### src/rtl/cache_line_bridge_if.sv
// Bundles the upstream (cache line) and downstream (bus beat) handshakes
// of the cache line bridge. The bridge uses the slave view; the
// environment driving the cache side and modelling memory uses master.
//
// Handshake rule on every channel: a transfer happens on a rising clk
// edge where valid and ready are both 1. Once valid is high, the sender
// keeps it and its payload stable until that transfer.
interface cache_line_bridge_if #(
   parameter int ALL_ADDR_LEN = 24,
   parameter int MEMORY_DW    = 256,
   parameter int BUS_DW       = 32
);
   // upstream command / response (cache side)
   logic                    up_cmd_valid;
   logic                    up_cmd_ready;
   logic                    up_cmd_read;
   logic [ALL_ADDR_LEN-1:0] up_cmd_addr;
   logic [MEMORY_DW-1:0]    up_cmd_wdata;
   logic [MEMORY_DW/8-1:0]  up_cmd_wmask;
   logic                    up_rsp_valid;
   logic                    up_rsp_ready;
   logic [MEMORY_DW-1:0]    up_rsp_rdata;
   // downstream command / response (memory bus side)
   logic                    dn_cmd_valid;
   logic                    dn_cmd_ready;
   logic                    dn_cmd_read;
   logic [ALL_ADDR_LEN-1:0] dn_cmd_addr;
   logic [BUS_DW-1:0]       dn_cmd_wdata;
   logic [BUS_DW/8-1:0]     dn_cmd_wmask;
   logic                    dn_rsp_valid;
   logic                    dn_rsp_ready;
   logic [BUS_DW-1:0]       dn_rsp_rdata;

   modport slave (
      input  up_cmd_valid, up_cmd_read, up_cmd_addr, up_cmd_wdata, up_cmd_wmask,
      input  up_rsp_ready, dn_cmd_ready, dn_rsp_valid, dn_rsp_rdata,
      output up_cmd_ready, up_rsp_valid, up_rsp_rdata,
      output dn_cmd_valid, dn_cmd_read, dn_cmd_addr, dn_cmd_wdata, dn_cmd_wmask,
      output dn_rsp_ready
   );

   modport master (
      output up_cmd_valid, up_cmd_read, up_cmd_addr, up_cmd_wdata, up_cmd_wmask,
      output up_rsp_ready, dn_cmd_ready, dn_rsp_valid, dn_rsp_rdata,
      input  up_cmd_ready, up_rsp_valid, up_rsp_rdata,
      input  dn_cmd_valid, dn_cmd_read, dn_cmd_addr, dn_cmd_wdata, dn_cmd_wmask,
      input  dn_rsp_ready
   );
endinterface

### src/rtl/cache_line_bridge.sv
// Cache line bridge: splits one line read/write from the cache side into
// BEATS bus-width beats on the memory side, collects the in-order beat
// responses, and for reads returns the assembled line. Command issue and
// response collection run independently, so up to BEATS beats may be
// outstanding. BEATS is expected to be a power of two of at least 2.
module cache_line_bridge #(
   parameter int ALL_ADDR_LEN = 24,
   parameter int MEMORY_DW    = 256,
   parameter int BUS_DW       = 32
) (
   input  logic                 clk,
   input  logic                 rst,
   cache_line_bridge_if.slave   bus,
   output logic [1:0]           state_o
);
   localparam int BEATS     = MEMORY_DW / BUS_DW;
   localparam int BUS_BYTES = BUS_DW / 8;
   localparam int IDX_W     = (BEATS > 1) ? $clog2(BEATS) : 1;
   localparam int BOFF_W    = $clog2(BUS_BYTES);
   localparam int LINE_OFF  = $clog2(MEMORY_DW / 8);
   localparam int TAG_W     = ALL_ADDR_LEN - LINE_OFF;
   localparam int CNT_W     = $clog2(BEATS + 1);
   localparam logic [CNT_W-1:0] BEATS_C = CNT_W'(BEATS);
   localparam logic [CNT_W-1:0] LAST_C  = CNT_W'(BEATS - 1);

   typedef enum logic [1:0] {
      ST_IDLE  = 2'd0,
      ST_WRITE = 2'd1,
      ST_READ  = 2'd2,
      ST_RESP  = 2'd3
   } state_t;

   state_t                             state_q, state_d;
   logic [CNT_W-1:0]                   cmd_cnt_q, cmd_cnt_d;
   logic [CNT_W-1:0]                   rsp_cnt_q, rsp_cnt_d;
   logic                               read_q;
   logic [TAG_W-1:0]                   tag_q;
   logic [BEATS-1:0][BUS_DW-1:0]       wdata_q;
   logic [BEATS-1:0][BUS_BYTES-1:0]    wmask_q;
   logic [BEATS-1:0][BUS_DW-1:0]       line_q;

   logic             accept;
   logic             line_we;
   logic             cmd_valid;
   logic             rsp_ready;
   logic             cmd_ready_up;
   logic             rsp_valid_up;
   logic [IDX_W-1:0] cmd_idx;
   logic [IDX_W-1:0] rsp_idx;
   logic             addr_unused;

   // counters never exceed BEATS, so the low bits select the beat slice
   assign cmd_idx = cmd_cnt_q[IDX_W-1:0];
   assign rsp_idx = rsp_cnt_q[IDX_W-1:0];
   // offset bits inside the line are dropped: the line base is line aligned
   assign addr_unused = ^bus.up_cmd_addr[LINE_OFF-1:0];

   // next state, counter updates and handshake outputs
   always_comb begin
      state_d      = state_q;
      cmd_cnt_d    = cmd_cnt_q;
      rsp_cnt_d    = rsp_cnt_q;
      accept       = 1'b0;
      line_we      = 1'b0;
      cmd_valid    = 1'b0;
      rsp_ready    = 1'b0;
      cmd_ready_up = 1'b0;
      rsp_valid_up = 1'b0;
      case (state_q)
         ST_IDLE: begin
            // held low while rst is asserted, as the bridge cannot accept then
            cmd_ready_up = !rst;
            if (bus.up_cmd_valid && !rst) begin
               accept    = 1'b1;
               cmd_cnt_d = '0;
               rsp_cnt_d = '0;
               state_d   = bus.up_cmd_read ? ST_READ : ST_WRITE;
            end
         end
         ST_WRITE, ST_READ: begin
            cmd_valid = (cmd_cnt_q < BEATS_C);
            rsp_ready = (rsp_cnt_q < BEATS_C);
            if (cmd_valid && bus.dn_cmd_ready) begin
               cmd_cnt_d = cmd_cnt_q + 1'b1;
            end
            if (rsp_ready && bus.dn_rsp_valid) begin
               rsp_cnt_d = rsp_cnt_q + 1'b1;
               line_we   = (state_q == ST_READ);
               if (rsp_cnt_q == LAST_C) begin
                  state_d = (state_q == ST_READ) ? ST_RESP : ST_IDLE;
               end
            end
         end
         ST_RESP: begin
            rsp_valid_up = 1'b1;
            if (bus.up_rsp_ready) begin
               state_d = ST_IDLE;
            end
         end
         default: state_d = ST_IDLE;
      endcase
   end

   // state and beat counters
   always_ff @(posedge clk or posedge rst) begin
      if (rst) begin
         state_q   <= ST_IDLE;
         cmd_cnt_q <= '0;
         rsp_cnt_q <= '0;
      end else begin
         state_q   <= state_d;
         cmd_cnt_q <= cmd_cnt_d;
         rsp_cnt_q <= rsp_cnt_d;
      end
   end

   // latch the accepted line command for the whole burst
   always_ff @(posedge clk or posedge rst) begin
      if (rst) begin
         read_q  <= 1'b0;
         tag_q   <= '0;
         wdata_q <= '0;
         wmask_q <= '0;
      end else if (accept) begin
         read_q  <= bus.up_cmd_read;
         tag_q   <= bus.up_cmd_addr[ALL_ADDR_LEN-1:LINE_OFF];
         wdata_q <= bus.up_cmd_wdata;
         wmask_q <= bus.up_cmd_wmask;
      end
   end

   // assemble read responses into the line buffer in arrival order
   always_ff @(posedge clk or posedge rst) begin
      if (rst) begin
         line_q <= '0;
      end else if (line_we) begin
         line_q[rsp_idx] <= bus.dn_rsp_rdata;
      end
   end

   // idle bus shows a harmless read with no data or byte enables
   assign bus.dn_cmd_valid = cmd_valid;
   assign bus.dn_cmd_read  = cmd_valid ? read_q : 1'b1;
   assign bus.dn_cmd_addr  = {tag_q, cmd_idx, {BOFF_W{1'b0}}};
   assign bus.dn_cmd_wdata = cmd_valid ? wdata_q[cmd_idx] : '0;
   assign bus.dn_cmd_wmask = cmd_valid ? wmask_q[cmd_idx] : '0;
   assign bus.dn_rsp_ready = rsp_ready;
   assign bus.up_cmd_ready = cmd_ready_up;
   assign bus.up_rsp_valid = rsp_valid_up;
   assign bus.up_rsp_rdata = line_q;
   assign state_o          = state_q;
endmodule

### src/flat_wrapper.sv
// flat-port wrapper written by rule: the top's interface ports become plain ports
module cache_line_bridge_flat 
#(
   parameter int ALL_ADDR_LEN = 24,
   parameter int MEMORY_DW    = 256,
   parameter int BUS_DW       = 32
)
  (clk, rst, state_o, bus_up_cmd_valid, bus_up_cmd_read, bus_up_cmd_addr, bus_up_cmd_wdata, bus_up_cmd_wmask, bus_up_rsp_ready, bus_dn_cmd_ready, bus_dn_rsp_valid, bus_dn_rsp_rdata, bus_up_cmd_ready, bus_up_rsp_valid, bus_up_rsp_rdata, bus_dn_cmd_valid, bus_dn_cmd_read, bus_dn_cmd_addr, bus_dn_cmd_wdata, bus_dn_cmd_wmask, bus_dn_rsp_ready);
  cache_line_bridge_if #(.ALL_ADDR_LEN(ALL_ADDR_LEN), .MEMORY_DW(MEMORY_DW), .BUS_DW(BUS_DW)) bus_i ();
  input  logic clk;
  input  logic rst;
  output logic [1:0] state_o;
  input wire logic [$bits(bus_i.up_cmd_valid)-1:0] bus_up_cmd_valid;
  input wire logic [$bits(bus_i.up_cmd_read)-1:0] bus_up_cmd_read;
  input wire logic [$bits(bus_i.up_cmd_addr)-1:0] bus_up_cmd_addr;
  input wire logic [$bits(bus_i.up_cmd_wdata)-1:0] bus_up_cmd_wdata;
  input wire logic [$bits(bus_i.up_cmd_wmask)-1:0] bus_up_cmd_wmask;
  input wire logic [$bits(bus_i.up_rsp_ready)-1:0] bus_up_rsp_ready;
  input wire logic [$bits(bus_i.dn_cmd_ready)-1:0] bus_dn_cmd_ready;
  input wire logic [$bits(bus_i.dn_rsp_valid)-1:0] bus_dn_rsp_valid;
  input wire logic [$bits(bus_i.dn_rsp_rdata)-1:0] bus_dn_rsp_rdata;
  output wire logic [$bits(bus_i.up_cmd_ready)-1:0] bus_up_cmd_ready;
  output wire logic [$bits(bus_i.up_rsp_valid)-1:0] bus_up_rsp_valid;
  output wire logic [$bits(bus_i.up_rsp_rdata)-1:0] bus_up_rsp_rdata;
  output wire logic [$bits(bus_i.dn_cmd_valid)-1:0] bus_dn_cmd_valid;
  output wire logic [$bits(bus_i.dn_cmd_read)-1:0] bus_dn_cmd_read;
  output wire logic [$bits(bus_i.dn_cmd_addr)-1:0] bus_dn_cmd_addr;
  output wire logic [$bits(bus_i.dn_cmd_wdata)-1:0] bus_dn_cmd_wdata;
  output wire logic [$bits(bus_i.dn_cmd_wmask)-1:0] bus_dn_cmd_wmask;
  output wire logic [$bits(bus_i.dn_rsp_ready)-1:0] bus_dn_rsp_ready;
  assign bus_i.up_cmd_valid = bus_up_cmd_valid;
  assign bus_i.up_cmd_read = bus_up_cmd_read;
  assign bus_i.up_cmd_addr = bus_up_cmd_addr;
  assign bus_i.up_cmd_wdata = bus_up_cmd_wdata;
  assign bus_i.up_cmd_wmask = bus_up_cmd_wmask;
  assign bus_i.up_rsp_ready = bus_up_rsp_ready;
  assign bus_i.dn_cmd_ready = bus_dn_cmd_ready;
  assign bus_i.dn_rsp_valid = bus_dn_rsp_valid;
  assign bus_i.dn_rsp_rdata = bus_dn_rsp_rdata;
  assign bus_up_cmd_ready = bus_i.up_cmd_ready;
  assign bus_up_rsp_valid = bus_i.up_rsp_valid;
  assign bus_up_rsp_rdata = bus_i.up_rsp_rdata;
  assign bus_dn_cmd_valid = bus_i.dn_cmd_valid;
  assign bus_dn_cmd_read = bus_i.dn_cmd_read;
  assign bus_dn_cmd_addr = bus_i.dn_cmd_addr;
  assign bus_dn_cmd_wdata = bus_i.dn_cmd_wdata;
  assign bus_dn_cmd_wmask = bus_i.dn_cmd_wmask;
  assign bus_dn_rsp_ready = bus_i.dn_rsp_ready;
  cache_line_bridge #(.ALL_ADDR_LEN(ALL_ADDR_LEN), .MEMORY_DW(MEMORY_DW), .BUS_DW(BUS_DW)) u_core (.clk(clk), .rst(rst), .bus(bus_i), .state_o(state_o));
endmodule
### config.mk
export PLATFORM = sky130hd
export DESIGN_NAME = cache_line_bridge_flat
export DESIGN_NICKNAME = d
export VERILOG_FILES = /design/src/rtl/cache_line_bridge_if.sv /design/src/rtl/cache_line_bridge.sv /design/src/flat_wrapper.sv
export SDC_FILE = /design/constraint.sdc
export NUM_CORES = 1
export LEC_CHECK = 0
export BUFFER_PORTS_ARGS = -buffer_cell sky130_fd_sc_hd__buf_2
export CORE_ASPECT_RATIO = 0.6
export CORE_MARGIN = 5
export CORE_UTILIZATION = 29
export DETAILED_ROUTE_END_ITERATION = 8
export SLEW_MARGIN = 5
export SYNTH_ARGS = -nofsm -noshare
export SYNTH_HDL_FRONTEND = slang
export SYNTH_SLANG_ARGS = --single-unit
### constraint.sdc
create_clock -name clk -period 50.3 [get_ports clk]
set_clock_uncertainty 0.2 [all_clocks]
set_input_delay 10.06 -clock clk [delete_from_list [all_inputs] [get_ports clk]]
set_output_delay 10.06 -clock clk [all_outputs]
set_load 0.005 [all_outputs]
==> results.txt, run 1 <==
die area -> 87,700 um2
core area -> 81,200 um2
Die X -> 379 um
CP top delay family -> buffers and inverters
largest net degree at the start of global routing -> 163
final instance area -> 30,000 um2
deepest clock path buffer count -> 3
Synth cell types -> 41
Port Buffers -> 666
Area contributors post-synth -> dfrtp_1, mux2_2, mux4_2
pwr/cell area -> 58.7 nW/um2
async set-reset flop share out of synthesis -> 100%
H-tree levels -> 2
commonest cells in the netlist -> dfrtp_1, mux2_2, mux4_2, buf_2, a22o_1
Routed wire per std cell -> 21.9 um
Max stage delay on crit path -> 0.26 ns
clk_lat worst skew -> 0.60 ns
fmax -> 47.9 MHz
HP Class -> reg -> reg
Starting DRT DRC Count -> 567
TritonCTS clock tree -> yes
RD Place Congestion -> 0.798
Syn Area/Cell -> 16.8 um2
DP HPWL -> 49,800 um
Leak -> 14.9 nW
actual slew at the worst max-slew pin -> 1.12 ns
# setup viols final -> 0
Fill cells -> 7,754
Power Total -> 1.76 mW
FP Rows -> 81
register clock-pin slew on the reported worst setup and hold paths -> 0.06 ns
Post-Route Utilization -> 37.0%
most common cell in the netlist -> dfrtp_1
Fin. Hold Viols -> 0
peak supply drop -> 0.0274 mV
relative slew slack -> 25.6%
critical path peak fanout -> 3
synthesized flop and latch total -> 574
Crit-path slowest cell -> and2b_1
first-pass GRT wire length -> 105,000 um
area grow syn2layout -> 26.7%
max-cap violations -> 0
worst hold slack -> 0.285 ns
DRT antenna net count -> 0
Tmin final -> 20.86 ns
Ports -> 674
CP Launch Type -> input pin
clock sink count -> 574
post-CTS setup buffer count -> 0
CP Cell Sequence -> buf_2 > and2b_1 > buf_2
via/cell ratio -> 4.64
Root Buffer -> clkbuf_16
hold_buf cts -> 0
Overall Global Routing Usage -> 15.6%
proportion of layout cells with a drive suffix above 1 -> 66.8%
kind of critical path -> in -> out
antenna violations before repair -> 17
Remaining DRCs -> 0
vias in the first global route -> 16,400
DP Area -> 28,100 um2
Mapped Cells -> 1,410
outcome -> complete, no violations
Post-synth EDFFs -> 0
post-synth top area share -> 60.7%
Most used DFF post-synth -> dfrtp_1
die height -> 231 um
grt total ovfl -> 0
worst endpoint required time -> 40.04 ns
TritonCTS Buffers -> 55
Pins Over Slew Limit -> 0
Final nets -> 2,422
synth warn -> 0
RSZ-0062 raised after global routing -> no
CP endpoint kind -> primary output
Gates resized, CTS repair -> 0
Setup TNS -> 0 ns
WP buf/inv -> 2
Final period util -> 41.5%
area leader, netlist -> dfrtp_1
most used cell, CP -> buf_2
post-synthesis sequential area ratio -> 60.7%
Detailed Routing Iterations Pass 1 -> 4
Vias -> 14,800
Routed WL -> 70,000 um
CP Data Arrival Time -> 10.60 ns
Post-Syn Area -> 23,700 um2
effective utilization at floorplan -> 29.2%
## through the flow
| stage | worst slack [ns] | cells |
|---|---|---|
| floorplan | 23.98 | 1411 |
| global placement | 29.46 | 3086 |
| detailed placement | 29.44 | 3086 |
| CTS | 29.44 | 3187 |
| global route | 29.42 | 3192 |
| finish | 29.44 | 3192 |
## layer usage
layer	part of all wire [%]	vias up	wire length, um	GRT usage (%)
met5	0.14	-	96	0
met4	2.1	16	1450	3.72
met3	5.2	109	3670	3.65
met2	49	353	34500	26.3
met1	43	7831	30300	20.5
li1	-	6504	-	-
## registers in the layout (all words and copies together) (netlist names)
register                 flops
u_core.bus.up_rsp_rdata    256
u_core.state_o               2
u_core.cmd_cnt_q             4
u_core.read_q                1
u_core.tag_q                19
u_core.wdata_q             256
u_core.wmask_q              32
u_core.rsp_cnt_q             4
## cells by family after synthesis
kind of cell	count (synthesis)	synth area share, %
compound gates	53	1.78
simple gates	38	1.14
fa+ha+maj	7	0.370
mux	640	33.8
flops	574	60.7
other cells	1	0.0158
buf+inv	97	2.19
## layout by cell type, fill, tap and decap left out, types with 2 or more instances in the layout
master | netlist | layout
o22ai_1 | 3 | 3
nand2_1 | 10 | 8
diode_2 | 0 | 5
clkbuf_16 | 0 | 57
nor3_4 | 0 | 4
mux2_1 | 16 | 16
nand3_1 | 2 | 2
dfrtp_1 | 574 | 572
nand3_2 | 2 | 2
clkinvlp_4 | 0 | 2
clkbuf_8 | 0 | 14
mux4_2 | 72 | 72
buf_2 | 64 | 666
ha_1 | 7 | 7
nor2_1 | 7 | 7
a21oi_1 | 8 | 8
buf_4 | 14 | 17
bufinv_16 | 0 | 5
mux2_2 | 548 | 548
clkinv_4 | 0 | 2
dfrtp_4 | 0 | 2
clkbuf_1 | 6 | 16
mux2i_1 | 4 | 4
inv_1 | 7 | 6
clkinv_2 | 0 | 5
buf_12 | 0 | 2
a22o_1 | 36 | 36
conb_1 | 1 | 2
## power breakdown
group	internal, mW	switching (mW)
Sequential	0.645	0.105
Combinational	0.331	0.245
Clock	0.254	0.180
Total	1.23	0.531
## area by class of cell
| cell class | instances | area [um2] | area share (%) |
|---|---|---|---|
| well taps | 1079 | 1350 | 4.50 |
| inverters | 8 | 37.5 | 0.125 |
| diodes | 5 | 12.5 | 0.0417 |
| flip-flops and latches | 574 | 14400 | 47.9 |
| multi-input cells | 740 | 8840 | 29.5 |
| clock inverters | 14 | 208 | 0.692 |
| repair buffers | 685 | 3500 | 11.7 |
| clock buffers | 87 | 1680 | 5.60 |
## path summary, 6_finish.rpt
check                                            startpoint                           to  cells after the start  slack [ns]
worst max-delay path                                    rst             bus_up_cmd_ready                      3       29.44
worst min-delay path            u_core.bus.up_rsp_rdata[19]  u_core.bus.up_rsp_rdata[19]                      1        0.28
worst max register to register            u_core.state_o[0]           u_core.wdata_q[36]                      6       46.74
worst min register to register  u_core.bus.up_rsp_rdata[19]  u_core.bus.up_rsp_rdata[19]                      1        0.28
max in group asynchronous                               rst          u_core.wdata_q[146]                      5       37.08
min in group asynchronous                               rst  u_core.bus.up_rsp_rdata[21]                      2        9.41
No activity file was read; power rests on OpenSTA's default activity.
==> run 2, diff against run 1 <==
Settings changed: ABC_AREA set to 1.
Clock period 50.3 ns to 20.2 ns, I/O delays scaled along.
==> run 2 against run 1 <==
Effect of this change:
- global-route usage increased by 2.6 points
- critical endpoint unchanged
- synthesized cell count increased by 110%
- largest power group unchanged
- die area increased by 5.3%
==> results.txt, run 2 <==
outcome -> complete, no violations
most frequent cells in the layout -> nand2_1, buf_2, dfrtp_1, nor2_1, inv_1
critical path peak fanout -> 21
register clock-pin slew on the reported worst setup and hold paths -> 0.06 ns
synth warn -> 0
Most used DFF post-synth -> dfrtp_1
post-CTS setup buffer count -> 0
grt total ovfl -> 0
DP HPWL -> 61,700 um
clock sink count -> 574
Power Total -> 4.23 mW
hold_buf cts -> 0
Pins Over Slew Limit -> 0
Area contributors post-synth -> dfrtp_1, nand2_1, a21oi_1
worst endpoint required time -> 15.96 ns
RD Place Congestion -> 0.845
FP Rows -> 83
Syn Area/Cell -> 8.39 um2
Final nets -> 3,898
core area -> 85,500 um2
Setup TNS -> 0 ns
Gates resized, CTS repair -> 0
HP Class -> reg -> reg
Tmin final -> 9.27 ns
synthesized flop and latch total -> 574
actual slew at the worst max-slew pin -> 1.32 ns
clk_lat worst skew -> 0.61 ns
die area -> 92,300 um2
Detailed Routing Iterations Pass 1 -> 5
Synth cell types -> 26
post-synth top area share -> 57.5%
Remaining DRCs -> 0
effective utilization at floorplan -> 29.2%
Starting DRT DRC Count -> 1,658
most common cell in the netlist -> nand2_1
TritonCTS clock tree -> yes
pwr/cell area -> 138 nW/um2
CP endpoint kind -> primary output
vias in the first global route -> 20,300
via/cell ratio -> 4.52
first-pass GRT wire length -> 130,000 um
register area -> 14,400 um2
Ports -> 674
post-synthesis sequential area ratio -> 57.5%
RSZ-0062 raised after global routing -> no
Fin. Hold Viols -> 0
area grow syn2layout -> 22.9%
Routed wire per std cell -> 18.4 um
relative slew slack -> 12.2%
largest net degree at the start of global routing -> 256
Routed WL -> 87,600 um
Port Buffers -> 666
Mapped Cells -> 2,976
Root Buffer -> clkbuf_16
TritonCTS Buffers -> 58
Fill cells -> 9,011
area of the multi-input gates -> 8180 um2
proportion of layout cells with a drive suffix above 1 -> 22.4%
max-cap violations -> 0
kind of critical path -> in -> out
Die X -> 389 um
Post-synth EDFFs -> 0
fmax -> 108 MHz
DRT antenna net count -> 0
antenna violations before repair -> 32
Overall Global Routing Usage -> 18.2%
deepest clock path buffer count -> 3
Leak -> 16.9 nW
Final period util -> 45.9%
peak supply drop -> 0.0664 mV
H-tree levels -> 2
area leader, netlist -> dfrtp_1
# setup viols final -> 0
commonest non-fill, non-tap cell in the layout -> nand2_1
CP Launch Type -> input pin
commonest cells in the netlist -> nand2_1, dfrtp_1, nor2_1, inv_1, a21oi_1
Vias -> 21,500
CP Data Arrival Time -> 5.03 ns
die height -> 237 um
async set-reset flop share out of synthesis -> 100%
Post-Syn Area -> 25,000 um2
run 2: per-stage QoR:
stage	std cells	utilization [%]	hold WS [ns]	setup WS [ns]	instance area (um2)
floorplan	2977	-	0.259	7.15	25000
global placement	4627	33.7	0.249	10.92	28800
detailed placement	4627	33.7	0.253	10.93	28800
CTS	4735	35.9	0.269	10.93	30700
global route	4750	35.9	0.284	10.83	30700
finish	4753	35.9	0.267	10.93	30700
run 2: where the power goes:
part           switching (mW)  total [mW]  internal (mW)  leakage (nW)
clock network           0.479        1.10          0.621         0.932
registers               0.167        1.71           1.55          7.01
logic                   0.916        1.41          0.494          8.96
run 2: path summary, 6_finish.rpt:
check	start	end	slack (ns)	cells past startpoint
setup / recovery	rst	bus_up_cmd_ready	10.93	3
hold / removal	u_core.bus.up_rsp_rdata[72]	u_core.bus.up_rsp_rdata[72]	0.27	2
setup reg to reg	u_core.state_o[0]	u_core.wdata_q[115]	15.97	9
hold reg to reg	u_core.bus.up_rsp_rdata[72]	u_core.bus.up_rsp_rdata[72]	0.27	2
max in group asynchronous	rst	u_core.wdata_q[23]	12.55	6
min in group asynchronous	rst	u_core.bus.up_rsp_rdata[134]	3.40	2
run 2: cells by family after synthesis:
logic type | synth area share, %
other | 0.0150
xor gates and xnor gates | 0.0351
DFF | 57.5
and+or+nand+nor | 21.7
buffers and inverters | 9.85
adders and majority gates | 0.351
AOI/OAI and AO/OA | 10.5
run 2: critical path, stage by stage:
cell,delay [ns]
buf_2,0.13
nor2_2,0.62
buf_2,0.24
run 2: cell type report:
| class | count | share of cell area, % |
|---|---|---|
| repair buffers | 685 | 11.4 |
| clock inverters | 27 | 0.929 |
| diodes | 18 | 0.147 |
| clock buffers | 81 | 5.24 |
| multi-input cells | 1882 | 26.6 |
| well taps | 1147 | 4.67 |
| inverters | 339 | 4.16 |
| flip-flops and latches | 574 | 46.8 |
run 2: routing by layer:
layer	share of wire [%]	track usage (%)	vias to the layer above
met2	45	27.3	525
met3	5.1	3.31	136
li1	-	-	10400
met5	0.11	0	-
met4	2.7	5.87	14
met1	47	26.6	10400
